==> config.mk <==
export PLATFORM = sky130hd
export DESIGN_NAME = bist_engine
export DESIGN_NICKNAME = d
export VERILOG_FILES = /design/src/rtl/bist_engine.sv
export SDC_FILE = /design/constraint.sdc
export NUM_CORES = 1
export LEC_CHECK = 0
export CAP_MARGIN = 20
export CORE_ASPECT_RATIO = 1.4
export CORE_MARGIN = 2
export CORE_UTILIZATION = 50
export DETAILED_ROUTE_END_ITERATION = 12
export GPL_TIMING_DRIVEN = 0
export MAX_ROUTING_LAYER = met4
export PLACE_DENSITY = 0.86
export SLEW_MARGIN = 20
export SYNTH_ARGS = -nofsm -noshare
export SYNTH_HDL_FRONTEND = slang
export SYNTH_SLANG_ARGS = --single-unit
export TNS_END_PERCENT = 30
==> constraint.sdc <==
create_clock -name clk -period 2.85 [get_ports clk]
set_input_delay 0.57 -clock clk [delete_from_list [all_inputs] [get_ports clk]]
set_output_delay 0.57 -clock clk [all_outputs]
set_load 0.01 [all_outputs]
==> src/rtl/bist_engine.sv <==
// BIST engine for the adder path: LFSR-driven pattern register feeds two operands
// to the CUT, a Galois MISR compacts returned results, verdict compares to a golden signature.
module bist_engine #(
    parameter int                    ADD_BIT   = 16,
    parameter int                    LFSR_LEN  = 7,
    parameter logic [LFSR_LEN-1:0]   LFSR_TAPS = 7'b1100000,
    parameter logic [LFSR_LEN-1:0]   LFSR_SEED = 7'b0000001,
    parameter logic [ADD_BIT:0]      MISR_TAPS = 17'h10009,
    parameter int                    CNT_W     = 16,
    parameter int                    TIMEOUT   = 64
) (
    input  logic               clk,
    input  logic               reset,
    input  logic               start,
    input  logic [CNT_W-1:0]   num_pat,
    input  logic [ADD_BIT:0]   golden,
    output logic               cut_valid,
    output logic [ADD_BIT-1:0] cut_a,
    output logic [ADD_BIT-1:0] cut_b,
    input  logic               cut_res_valid,
    input  logic [ADD_BIT:0]   cut_res,
    output logic               busy,
    output logic               done,
    output logic               pass,
    output logic               timeout_err,
    output logic [ADD_BIT:0]   signature
);

    localparam int W      = ADD_BIT + 1;
    localparam int SR_W   = 2 * ADD_BIT;
    localparam int WARM_W = $clog2(SR_W + 1);
    localparam int IDLE_W = $clog2(TIMEOUT + 1);

    typedef enum logic [2:0] {
        S_IDLE,
        S_WARM,
        S_RUN,
        S_DRAIN,
        S_DONE
    } state_t;

    function automatic logic [LFSR_LEN-1:0] lfsr_step(input logic [LFSR_LEN-1:0] s);
        return {s[LFSR_LEN-2:0], ^(s & LFSR_TAPS)};
    endfunction

    function automatic logic [W-1:0] misr_step(input logic [W-1:0] m, input logic [W-1:0] r);
        return ({m[W-2:0], 1'b0} ^ (m[W-1] ? MISR_TAPS : '0)) ^ r;
    endfunction

    state_t             state_q,    state_d;
    logic [LFSR_LEN-1:0] lfsr_q,    lfsr_d;
    logic [SR_W-1:0]    sr_q,       sr_d;
    logic [W-1:0]       misr_q,     misr_d;
    logic [CNT_W-1:0]   pat_cnt_q,  pat_cnt_d;
    logic [CNT_W-1:0]   res_cnt_q,  res_cnt_d;
    logic [WARM_W-1:0]  warm_cnt_q, warm_cnt_d;
    logic [IDLE_W-1:0]  idle_cnt_q, idle_cnt_d;
    logic [CNT_W-1:0]   num_pat_q,  num_pat_d;
    logic [W-1:0]       golden_q,   golden_d;
    logic               timeout_q,  timeout_d;
    logic               pass_q,     pass_d;
    logic               accept;
    logic               shift_en;

    always_ff @(posedge clk) begin
        if (reset) begin
            state_q    <= S_IDLE;
            lfsr_q     <= LFSR_SEED;
            sr_q       <= '0;
            misr_q     <= '0;
            pat_cnt_q  <= '0;
            res_cnt_q  <= '0;
            warm_cnt_q <= '0;
            idle_cnt_q <= '0;
            num_pat_q  <= '0;
            golden_q   <= '0;
            timeout_q  <= 1'b0;
            pass_q     <= 1'b0;
        end else begin
            state_q    <= state_d;
            lfsr_q     <= lfsr_d;
            sr_q       <= sr_d;
            misr_q     <= misr_d;
            pat_cnt_q  <= pat_cnt_d;
            res_cnt_q  <= res_cnt_d;
            warm_cnt_q <= warm_cnt_d;
            idle_cnt_q <= idle_cnt_d;
            num_pat_q  <= num_pat_d;
            golden_q   <= golden_d;
            timeout_q  <= timeout_d;
            pass_q     <= pass_d;
        end
    end

    always_comb begin
        state_d    = state_q;
        lfsr_d     = lfsr_q;
        sr_d       = sr_q;
        misr_d     = misr_q;
        pat_cnt_d  = pat_cnt_q;
        res_cnt_d  = res_cnt_q;
        warm_cnt_d = warm_cnt_q;
        idle_cnt_d = idle_cnt_q;
        num_pat_d  = num_pat_q;
        golden_d   = golden_q;
        timeout_d  = timeout_q;
        pass_d     = pass_q;

        shift_en = (state_q == S_WARM) || (state_q == S_RUN);
        // Strobes past the expected count, or outside RUN/DRAIN, never touch the MISR.
        accept   = cut_res_valid && ((state_q == S_RUN) || (state_q == S_DRAIN))
                   && (res_cnt_q < num_pat_q);

        if (shift_en) begin
            lfsr_d = lfsr_step(lfsr_q);
            sr_d   = {sr_q[SR_W-2:0], lfsr_q[0]};
        end

        if (accept) begin
            misr_d    = misr_step(misr_q, cut_res);
            res_cnt_d = res_cnt_q + CNT_W'(1);
        end

        case (state_q)
            S_IDLE, S_DONE: begin
                if (start) begin
                    state_d    = S_WARM;
                    lfsr_d     = LFSR_SEED;
                    sr_d       = '0;
                    misr_d     = '0;
                    pat_cnt_d  = '0;
                    res_cnt_d  = '0;
                    warm_cnt_d = '0;
                    idle_cnt_d = '0;
                    num_pat_d  = num_pat;
                    golden_d   = golden;
                    timeout_d  = 1'b0;
                    pass_d     = 1'b0;
                end
            end
            S_WARM: begin
                warm_cnt_d = warm_cnt_q + WARM_W'(1);
                if (warm_cnt_q == WARM_W'(SR_W - 1)) begin
                    state_d = (num_pat_q == '0) ? S_DRAIN : S_RUN;
                end
            end
            S_RUN: begin
                pat_cnt_d = pat_cnt_q + CNT_W'(1);
                if (pat_cnt_q == num_pat_q - CNT_W'(1)) begin
                    state_d = S_DRAIN;
                end
            end
            S_DRAIN: begin
                if (res_cnt_q == num_pat_q) begin
                    state_d = S_DONE;
                    pass_d  = (misr_q == golden_q);
                end else if (accept) begin
                    idle_cnt_d = '0;
                end else begin
                    idle_cnt_d = idle_cnt_q + IDLE_W'(1);
                    // A stalled CUT ends the run with a forced fail.
                    if (idle_cnt_q == IDLE_W'(TIMEOUT - 1)) begin
                        state_d   = S_DONE;
                        timeout_d = 1'b1;
                        pass_d    = 1'b0;
                    end
                end
            end
            default: state_d = S_IDLE;
        endcase
    end

    assign cut_valid   = (state_q == S_RUN);
    assign busy        = (state_q == S_WARM) || (state_q == S_RUN) || (state_q == S_DRAIN);
    assign done        = (state_q == S_DONE);
    assign pass        = pass_q;
    assign timeout_err = timeout_q;
    assign cut_a       = sr_q[ADD_BIT-1:0];
    assign cut_b       = sr_q[SR_W-1:ADD_BIT];
    assign signature   = misr_q;

endmodule
[Word-level counts from Yosys, hierarchy flattened]
Index checks and enable logic that the tools add are counted.
Cells by class
  add/subtract/negate cells: 5
  $lt $le $gt $ge: 1
  eq/ne operators: 17
  muxes and demuxes: 38
  bitwise gates (word level): 2
  reduce and logical (&&, ||, !) cells: 19
Operators by type and width (number)
  $mux W32: 3
  $mux W17: 4
  $mux W16: 4
  $mux W7: 6
  $xor A17 B17 Y17: 2
  $add A16 B1 Y16 const B: 2
  $eq A16 B16 Y1: 2
  $pmux W16 S2: 1
  $mux W3: 6
  $eq A17 B17 Y1: 1
  $logic_not A16 Y1: 1
  $lt A16 B16 Y1: 1
  $sub A16 B1 Y16 const B: 1
  $pmux W7 S2: 1
  $pmux W3 S4: 1
  $pmux W6 S2: 1
  $reduce_and A5 Y1: 2
  $mux W1: 8
  $add A7 B1 Y7 const B: 1
  $eq A7 B6 Y1 const B: 1
  $reduce_xor A7 Y1: 1
  $add A6 B1 Y6 const B: 1
  $eq A3 B2 Y1 const B: 2
  $eq A6 B5 Y1 const B: 1
  other kinds (16): 28
Word-level totals
  flip-flop bits (word level): 139
  input port bits: 54
  output and inout bits: 54
  word-level logic and storage cells: 94

[Logic depth before layout (Yosys ltp)]
Gate-level depths: netlist (run 1).
  depth after elaboration: 7
  mapped depth: 11
  gate-level depth less buffers: 8

[Worst setup path before layout (run 1)]
No wires, ideal clock.
  path kind: reg2reg
  start point: register num_pat_q[5]
  end point: register state_q[2]
  setup time: 70 ps
  arrival: 2327 ps
  data required time: 2780 ps
  slack: 453 ps
  cell stages (with the launch flop): 10
  path buffers: 1
  period minus slack after synthesis: 2397 ps
  cells stage by stage: dfxtp_1 -> clkbuf_1 -> inv_1 -> ha_1 -> nand4_1 -> or4_4 -> and2_2 -> and4_1 -> or3_1 -> a21oi_1
Between the ends
  cells in the longest elaborated chain, start to end: 4
  elaborated cells on any way between the ends: 11
  classes of those cells: add/sub (1); order compare (1); eq/ne (5); mux (2); reduce/logical (2)
RTL lines
  from (decl): RTL line 58  | logic [CNT_W-1:0] num_pat_q, num_pat_d;
  from (signal assigned): RTL line 88  | num_pat_q <= num_pat_d;
  $sub A16 B1 Y16 / $lt A16 B16 Y1 (equally long branches): RTL line 149, 112
  $eq A16 B16 Y1 / $logic_and A1 B1 Y1 (equally long branches): RTL line 149, 112
  $ne A2 B1 Y1 (no line) / $ne A3 B2 Y1 (equally long branches)
  $reduce_and A5 Y1 (no line)
  to (signal assigned): RTL line 80  | state_q <= state_d;
  to (decl): RTL line 50  | state_t state_q, state_d;
Parallel ways exist; a longest one is shown, timed or not.
A chain may end at the register's enable or synchronous reset.

[Worst setup path in the final report (run 1)]
  start point: register state_q[0]
  end point: output cut_valid
Between the ends
  cells in the longest elaborated chain, start to end: 1
RTL lines
  $eq A3 B2 Y1: RTL line 173  | assign cut_valid = (state_q == S_RUN);
  to (decl): RTL line 17  | output logic cut_valid,
Every way passes these cells.

==> impl_metrics.py, run 1 <==
metrics = {
    "die": {
        "die-width_um": 103,
        "die_h_um": 142,
        "die_area_um2": 14600,
        "row_count": 50,
        "core_area_um2": 13300,
        "io-pin-count": 108,
        "initial_utilization": 0.512,
    },
    "synth": {
        "synth_cells": 843,
        "async_flop_share": 0,
        "yosysSeqAreaShare": 0.408,
        "yosysUniqueCellTypes": 65,
        "avgSynthCellArea_um2": 8.09,
        "synth_compound_area_frac": 0.145,
        "synth_top_area_frac": 0.408,
        "yosys.area_share.adder": 0.0385,
        "syn_area_um2": 6820,
        "synth-main-ff-cell": "dfxtp_1",
        "synth_edf_count": 0,
        "synth.area.top_cells": "dfxtp_1, nand2_1, a21oi_1, xor2_1, nor2_1",
        "syn_nets": 918,
        "yosysTopAreaCell": "dfxtp_1",
        "synth_simple_gate_area_share": 0.244,
        "synth_xor_area_frac": 0.0834,
        "synthMuxAreaShare": 0.0392,
        "ys_ff_latch": 139,
        "synth_top_family_by_area": "simple AND/OR/NAND/NOR gates",
        "yosys_warnings": 0,
    },
    "place": {
        "port-buffer-count": 106,
        "routabilityCongestion": 0.908,
        "dp.final_hpwl_mm": 12.7,
    },
    "pwr": {
        "p_leak_nw": 3.28,
        "power_density_nw_per_um2": 601,
        "total_power_mw": 5.25,
        "vdd_drop_max_mv": 0.505,
    },
    "timing": {
        "final_max_slew_viol_count": 0,
        "rsz0062_at_grt": "no",
        "fin_crit_sh": 0.970,
        "whs_ps": 455,
        "hold_viol_final": 0,
        "min_period_ps": 2770,
        "fin_tns_setup_ps": 0,
        "worst_slew_pin_slew_ps": 746,
        "skew_ps": 9.64,
        "slew-limit-headroom": 0.499,
        "finalSetupViolCount": 0,
        "fmax_mhz": 362,
    },
    "route": {
        "drt-initial-drc-count": 328,
        "drc": 0,
        "vias": 6568,
        "wirelength_mm": 18.2,
        "wire_per_inst_um": 15.6,
        "drt.antenna.violating_nets": 0,
        "drtPass1Iterations": 5,
        "post_drt_via_cell_ratio": 5.63,
    },
    "critical_path": {
        "cp_top_family": "buffers and inverters",
        "critPathBufInv": 4,
        "slowest_stage": "clkdlybuf4s50_1",
        "r2r_setup_slack_ps": 190,
        "critPathKind": "register to primary output",
        "end_kind": "primary output",
        "critPathRequiredTime_ps": 2280,
        "crit_path_start_kind": "register",
        "crit_chain": "buf_6 -> or3b_1 -> buf_6 -> clkinv_1 -> clkdlybuf4s50_1",
        "critical_path_arrival_ps": 2200,
        "crit_path_frequent_cell": "buf_6",
        "crit_path_max_incr_delay_ps": 610,
        "path_max_fanout": 10,
    },
    "global_route": {
        "grt_first_pass_wirelength_mm": 29.3,
        "grt_use_total": 0.259,
        "grt_pass1_vias": 6359,
        "met3_usage": 0.0580,
        "grt_use_met2": 0.446,
        "grt.overflow.total": 0,
        "grt_max_degree": 17,
        "top_usage_layer": "met2",
        "gr-usage-met1": 0.287,
        "antenna_found_initial": 0,
    },
    "cts": {
        "clkSinkCount": 139,
        "cts_buffer_depth": 2,
        "postCtsHoldBufs": 0,
        "cts_max_level": 4,
        "clk_pin_slew_worst_paths_ps": 60,
        "clk-insertion-delay-late_ps": 420,
        "root_buffer": "clkbuf_16",
        "numCtsBuffers": 17,
        "cts_tree": "done",
    },
    "worst_hold_path": {
        "hold_class": "register to register",
    },
    "job": {
        "cap_violations": 0,
    },
    "cells_and_area": {
        "area_growth_pct": 28.0,
        "drive_gt1_frac": 0.0691,
        "finish.net_count": 1046,
        "diodes": 0,
    },
    "status": {
        "outcome": "finished, final reports clean",
    },
}
flip-flops by register name (all words and copies together) (netlist names):
register	cells
res_cnt_q	16
lfsr_q	7
idle_cnt_q	7
golden_q	17
timeout_err	1
warm_cnt_q	6
sr_q	32
pass	1
signature	17
pat_cnt_q	16
num_pat_q	16
state_q	3
worst min-delay path: cells and delay by family (launching register included):
family	cells	cell delay [ps]
flip-flops	1	310
AND/OR/NAND/NOR	1	50
AO/OA/AOI/OAI	1	50
per-layer routing:
| metal | vias to the layer above | share of wire |
|---|---|---|
| met2 | 245 | 0.52 |
| met3 | 41 | 0.064 |
| li1 | 3168 | - |
| met4 | 0 | 0.022 |
| met5 | - | 0 |
| met1 | 3114 | 0.40 |
kinds of logic after synthesis:
kind of cell               Yosys count
and+or+nand+nor                    356
xor gates and xnor gates            65
muxes                               26
adders and majority gates           21
AOI/OAI and AO/OA                  167
DFF                                139
buffers and inverters               69
repair_timing:
action / in CTS / in global routing
setup endpoints to repair: 5 / 21
setup buffers: 0 / 4
pin swaps: 0 / 3
endpoints found under the hold margin: 0 / 0
gates resized for setup: 0 / 9
gates cloned: 0 / 0
path summary, 6_finish.rpt:
kind,depth (start not counted),to,from
max reg2reg,8,state_q[2],num_pat_q[5]
min,2,sr_q[31],sr_q[31]
max,5,cut_valid,state_q[0]
min reg2reg,2,sr_q[31],sr_q[31]
cell usage after synthesis (all sizes together), types with 10 or more instances:
cell type  number
clkbuf         28
mux2i          20
xor2           44
a21oi         104
or4            11
nand4          20
xnor2          21
nand2         175
inv            25
nand3          20
buf            15
nor2           71
ha             21
o31ai          10
dfxtp         139
o21ai          12
or3            10
nor3           10
power by group:
part	switching, mW	internal, mW	leakage [nW]
registers	0.0911	2.02	1.13
clock network	0.905	1.24	0.268
logic	0.593	0.399	1.88
placed cells by master, fill, tap and decap left out, types with 7 or more instances in the layout:
cell type	count
nand2_1	175
dfxtp_1	137
clkdlybuf4s50_1	106
a21oi_1	104
nor2_1	71
xor2_1	44
clkbuf_1	26
inv_1	25
xnor2_1	21
ha_1	21
nand3_1	20
mux2i_1	20
nand4_1	19
clkbuf_16	17
o21ai_0	11
o31ai_1	10
or4_1	10
or3_1	9
nor3_1	8
a211oi_1	7
metrics by stage:
step	cell area [um^2]	setup slack (ps)	instances	util
CTS	8680	7.93	1162	0.652
floorplan	6820	453	843	-
global route	8730	29.7	1166	0.655
detailed placement	8110	-208	1131	0.609
finish	8730	84.2	1166	0.655
global placement	8110	-165	1131	0.609
layout make-up:
type	count	area, um^2
clock buffers	18	439
flip-flops and latches	139	2790
multi-input cells	635	3770
clock inverters	14	136
plain buffers	42	188
well taps	182	228
repair buffers	110	1090
inverters	26	97.6
fillers	1058	4590
No activity file was read; power rests on OpenSTA's default activity.
==> inputs of run 2 (changes only) <==
--- a/config.mk
+++ b/config.mk
@@ -5,6 +5,7 @@
 export SDC_FILE = /design/constraint.sdc
 export NUM_CORES = 1
 export LEC_CHECK = 0
+export ABC_AREA = 1
 export CAP_MARGIN = 20
 export CORE_ASPECT_RATIO = 1.4
 export CORE_MARGIN = 2
==> constraint.sdc (replaced) <==
create_clock -name clk -period 3.2 [get_ports clk]
set_input_delay 0.64 -clock clk [delete_from_list [all_inputs] [get_ports clk]]
set_output_delay 0.64 -clock clk [all_outputs]
set_load 0.01 [all_outputs]
==> impl_metrics.py, run 2 <==
metrics = {
    "status": {
        "outcome": "finished, final reports clean",
    },
    "route": {
        "drtPass1Iterations": 6,
        "wire_per_inst_um": 15.1,
        "drc": 0,
        "wirelength_mm": 19.6,
        "post_drt_via_cell_ratio": 5.40,
        "drt-initial-drc-count": 470,
        "vias": 7025,
        "drt.antenna.violating_nets": 0,
    },
    "synth": {
        "yosys_warnings": 0,
        "synth_common_cells": "nor2_1, nand2_1, dfxtp_1",
        "synthMuxAreaShare": 0,
        "syn_area_um2": 6940,
        "synth_xor_area_frac": 0.0442,
        "synth_edf_count": 0,
        "synth_cells": 979,
        "synth.area.top_cells": "dfxtp_1, nor2_1, nand2_1, o21ai_0, inv_1",
        "synth_simple_gate_area_share": 0.276,
        "yosys.area_share.adder": 0.0379,
        "avgSynthCellArea_um2": 7.09,
        "synth_compound_area_frac": 0.161,
        "ys_ff_latch": 139,
        "yosysSeqAreaShare": 0.401,
        "syn_nets": 1054,
        "synth.most_common_cell": "nor2_1",
        "async_flop_share": 0,
        "synth_top_area_frac": 0.401,
        "yosysUniqueCellTypes": 42,
        "synth-main-ff-cell": "dfxtp_1",
        "yosysTopAreaCell": "dfxtp_1",
        "synth_top_family_by_area": "simple AND/OR/NAND/NOR gates",
    },
    "timing": {
        "fin_tns_setup_ps": 0,
        "slew-limit-headroom": 0.579,
        "rsz0062_at_grt": "no",
        "skew_ps": 11.9,
        "min_period_ps": 2970,
        "fin_crit_sh": 0.929,
        "whs_ps": 455,
        "finalSetupViolCount": 0,
        "final_max_slew_viol_count": 0,
        "hold_viol_final": 0,
        "fmax_mhz": 337,
        "worst_slew_pin_slew_ps": 632,
    },
    "cts": {
        "post_cts_buffers": 0,
        "numCtsBuffers": 17,
        "postCtsHoldBufs": 0,
        "cts_buffer_depth": 2,
        "root_buffer": "clkbuf_16",
        "cts_tree": "done",
        "clkSinkCount": 139,
        "clk-insertion-delay-late_ps": 430,
        "clk_pin_slew_worst_paths_ps": 60,
        "cts_max_level": 4,
        "cts-resized-gates": 0,
    },
    "global_route": {
        "antenna_found_initial": 0,
        "grt_max_degree": 17,
        "grt_first_pass_wirelength_mm": 31.7,
        "grt_pass1_vias": 6794,
        "grt_use_total": 0.273,
        "grt.overflow.total": 0,
    },
    "die": {
        "row_count": 50,
        "core_area_um2": 13500,
        "die_h_um": 143,
        "io-pin-count": 108,
        "die_area_um2": 14800,
        "initial_utilization": 0.516,
        "die-width_um": 104,
    },
    "critical_path": {
        "crit_path_start_kind": "register",
        "critPathKind": "register to primary output",
        "path_max_fanout": 10,
        "critPathRequiredTime_ps": 2560,
        "critical_path_arrival_ps": 2330,
        "end_kind": "primary output",
    },
    "pwr": {
        "p_leak_nw": 3.53,
        "power_density_nw_per_um2": 806,
        "vdd_drop_max_mv": 0.724,
    },
    "cells_and_area": {
        "area_growth_pct": 26.7,
        "top_register": "sr_q",
        "final_cells": 1300,
        "diodes": 0,
        "finish.net_count": 1180,
        "multi_input_area_um2": 3600,
        "drive_gt1_frac": 0.0787,
        "final_common_cell": "nor2_1",
        "layout_common_cells": "nor2_1, nand2_1, dfxtp_1, clkdlybuf4s50_1, o21ai_0",
        "fillers": 1098,
        "final_cell_area_um2": 8790,
        "seq_area_um2": 2780,
        "largest_register_ffs": 32,
    },
    "worst_hold_path": {
        "hold_class": "register to register",
    },
    "job": {
        "cap_violations": 0,
    },
    "place": {
        "placedCellCount": 1268,
        "dp.final_hpwl_mm": 14.4,
        "routabilityCongestion": 0.992,
        "placed_cell_area_um2": 8240,
        "port-buffer-count": 107,
    },
}
## run 2: per-stage QoR
stage	power, mW	setup WS, ps	util
after CTS	7.07	231	0.653
final	7.09	229	0.653
after detailed placement	5.20	563	0.612
after floorplan	4.16	1310	-
after global placement	5.13	564	0.612
after global routing	7.55	122	0.653
## run 2: per-layer routing
metal  vias to the layer above  routed length [um]  global-route usage
met5                         -                   0                   -
met2                       272                9730               0.476
li1                       3471                   -                   -
met3                        67                1110              0.0608
met1                      3215                7810               0.295
met4                         0                 938               0.138
## run 2: logic make-up (layout without fill, tap and decap cells)
family | after synthesis | after routing
compound gates | 203 | 203
xor+xnor | 35 | 35
fa+ha+maj | 21 | 21
buf+inv | 142 | 281
flops | 139 | 139
simple gates | 439 | 439
## run 2: layout make-up
class	count	area share
plain buffers	36	0.0177
clock buffers	18	0.0500
clock inverters	14	0.0130
inverters	106	0.0453
multi-input cells	698	0.410
flip-flops and latches	139	0.317
well taps	182	0.0259
repair buffers	107	0.122
## run 2: critical path: stages (launching register included)
cell	delay [ps]
dfxtp_1	400
nand2_2	110
nor2_2	290
clkbuf_1	460
clkdlybuf4s50_1	640
## run 2: report_power, final
group	internal [mW]	total, mW	switching (mW)
registers	2.09	2.38	0.290
clock network	1.02	1.85	0.826
logic	1.07	2.86	1.79
total	4.18	7.09	2.90
## run 2: path summary, 6_finish.rpt
check	startpoint	to	slack (ps)	depth (start not counted)
setup / recovery	state_q[1]	cut_valid	230	4
hold / removal	idle_cnt_q[5]	idle_cnt_q[5]	460	2
setup reg to reg	num_pat_q[5]	signature[0]	750	12
hold reg to reg	idle_cnt_q[5]	idle_cnt_q[5]	460	2
==> inputs of run 3 (changes only) <==
--- a/config.mk
+++ b/config.mk
@@ -9,11 +9,11 @@
 export CAP_MARGIN = 20
 export CORE_ASPECT_RATIO = 1.4
 export CORE_MARGIN = 2
-export CORE_UTILIZATION = 50
+export CORE_UTILIZATION = 30
 export DETAILED_ROUTE_END_ITERATION = 12
 export GPL_TIMING_DRIVEN = 0
 export MAX_ROUTING_LAYER = met4
-export PLACE_DENSITY = 0.86
+export PLACE_DENSITY = 0.61
 export SLEW_MARGIN = 20
 export SYNTH_ARGS = -nofsm -noshare
 export SYNTH_HDL_FRONTEND = slang
==> impl_metrics.py, run 3 (synthesis gave the netlist of run 2 again) <==
metrics = {
    "route": {
        "drt-initial-drc-count": 343,
        "wirelength_mm": 20.2,
        "drt.antenna.violating_nets": 0,
        "drc": 0,
        "drtPass1Iterations": 5,
        "vias": 6833,
        "post_drt_via_cell_ratio": 4.82,
        "wire_per_inst_um": 14.3,
    },
    "critical_path": {
        "cp_top_family": "buffers and inverters",
        "crit_path_max_incr_delay_ps": 660,
        "path_max_fanout": 10,
        "crit_chain": "inv_1 -> nand2_2 -> nor2_2 -> clkbuf_1 -> clkdlybuf4s50_1",
        "critPathKind": "register to primary output",
        "end_kind": "primary output",
        "critPathRequiredTime_ps": 2560,
        "critical_path_arrival_ps": 2330,
        "critPathBufInv": 3,
        "crit_path_start_kind": "register",
        "slowest_stage": "clkdlybuf4s50_1",
    },
    "global_route": {
        "grt_use_total": 0.174,
        "antenna_found_initial": 0,
        "grt.overflow.total": 0,
        "grt_max_degree": 17,
        "grt_first_pass_wirelength_mm": 32.8,
        "grt_pass1_vias": 6654,
    },
    "cells_and_area": {
        "largest_register_ffs": 32,
        "diodes": 0,
        "top_register": "sr_q",
        "final_common_cell": "nor2_1",
        "drive_gt1_frac": 0.0787,
        "layout_common_cells": "nor2_1, nand2_1, dfxtp_1, clkdlybuf4s50_1, o21ai_0",
        "finish.net_count": 1180,
        "area_growth_pct": 30.3,
        "final_cells": 1419,
    },
    "cts": {
        "clkSinkCount": 139,
        "cts_max_level": 4,
        "cts_tree": "done",
        "clk-insertion-delay-late_ps": 420,
        "cts-resized-gates": 0,
        "clk_pin_slew_worst_paths_ps": 60,
        "cts_buffer_depth": 2,
        "postCtsHoldBufs": 0,
        "root_buffer": "clkbuf_16",
        "numCtsBuffers": 17,
        "post_cts_buffers": 0,
    },
    "timing": {
        "rsz0062_at_grt": "no",
        "min_period_ps": 2970,
        "hold_viol_final": 0,
        "worst_slew_pin_slew_ps": 670,
        "fin_tns_setup_ps": 0,
        "finalSetupViolCount": 0,
        "slew-limit-headroom": 0.553,
        "skew_ps": 7.40,
        "fin_crit_sh": 0.928,
        "final_max_slew_viol_count": 0,
        "fmax_mhz": 337,
    },
    "pwr": {
        "vdd_drop_max_mv": 0.654,
        "pwr-share-seq": 0.320,
        "p_int_mw": 4.57,
        "p_leak_nw": 3.58,
        "power.switching_mw": 2.87,
        "comb_power_share": 0.384,
        "clkPwrFrac": 0.296,
        "switching_share": 0.386,
        "power_density_nw_per_um2": 823,
    },
    "worst_hold_path": {
        "hold_class": "register to register",
    },
    "die": {
        "die-width_um": 133,
        "core_area_um2": 22600,
        "die_area_um2": 24400,
        "die_h_um": 184,
        "io-pin-count": 108,
        "row_count": 65,
        "initial_utilization": 0.307,
    },
    "place": {
        "routabilityCongestion": 0.884,
        "placedCellCount": 1387,
        "port-buffer-count": 107,
        "dp.final_hpwl_mm": 15.6,
    },
    "status": {
        "outcome": "finished, final reports clean",
    },
    "job": {
        "cap_violations": 0,
    },
}
==> run 3: power by group through the flow <==
| stage | Sequential, mW | Clock [mW] | Combinational [mW] |
|---|---|---|---|
| floorplan | 2.43 | 0 | 1.74 |
| global placement | 2.40 | 0 | 2.83 |
| detailed placement | 2.40 | 0 | 2.86 |
| CTS | 2.38 | 2.24 | 2.87 |
| global route | 2.43 | 2.31 | 3.23 |
| finish | 2.38 | 2.20 | 2.86 |
==> run 3: area by class of cell <==
type / count / area, um^2
fillers: 2415 / 13600
multi-input cells: 698 / 3600
flip-flops and latches: 139 / 2780
repair buffers: 107 / 1070
clock buffers: 18 / 439
inverters: 106 / 398
well taps: 301 / 377
clock inverters: 14 / 218
plain buffers: 36 / 155
==> run 3: metal layers <==
metal | global-route usage | vias up | share of wire
li1 | - | 3474 | -
met1 | 0.189 | 3142 | 0.42
met2 | 0.296 | 174 | 0.49
met3 | 0.0502 | 43 | 0.057
met4 | 0.0727 | 0 | 0.029
met5 | - | - | 0
==> run 3: worst paths after layout <==
check / cells past startpoint / slack, ps / from / end
setup / recovery: 5 / 230 / state_q[2] / cut_valid
hold / removal: 2 / 450 / idle_cnt_q[5] / idle_cnt_q[5]
setup reg to reg: 12 / 730 / num_pat_q[5] / signature[5]
hold reg to reg: 2 / 450 / idle_cnt_q[5] / idle_cnt_q[5]
==> run 3: metrics by stage <==
| step | util | setup slack (ps) | area, um^2 | hold WS, ps | power, mW |
|---|---|---|---|---|---|
| after floorplan | - | 1310 | 6940 | 427 | 4.16 |
| after global placement | 0.371 | 511 | 8390 | 439 | 5.23 |
| after detailed placement | 0.371 | 530 | 8390 | 447 | 5.26 |
| after CTS | 0.400 | 180 | 9040 | 454 | 7.49 |
| after global routing | 0.400 | 63.1 | 9040 | 480 | 7.97 |
| final | 0.400 | 231 | 9040 | 453 | 7.44 |
==> run 3: worst min-delay path: stages, from the launching register on <==
cell and delay, ps:
dfxtp_1 310, inv_1 50, a21oi_1 50
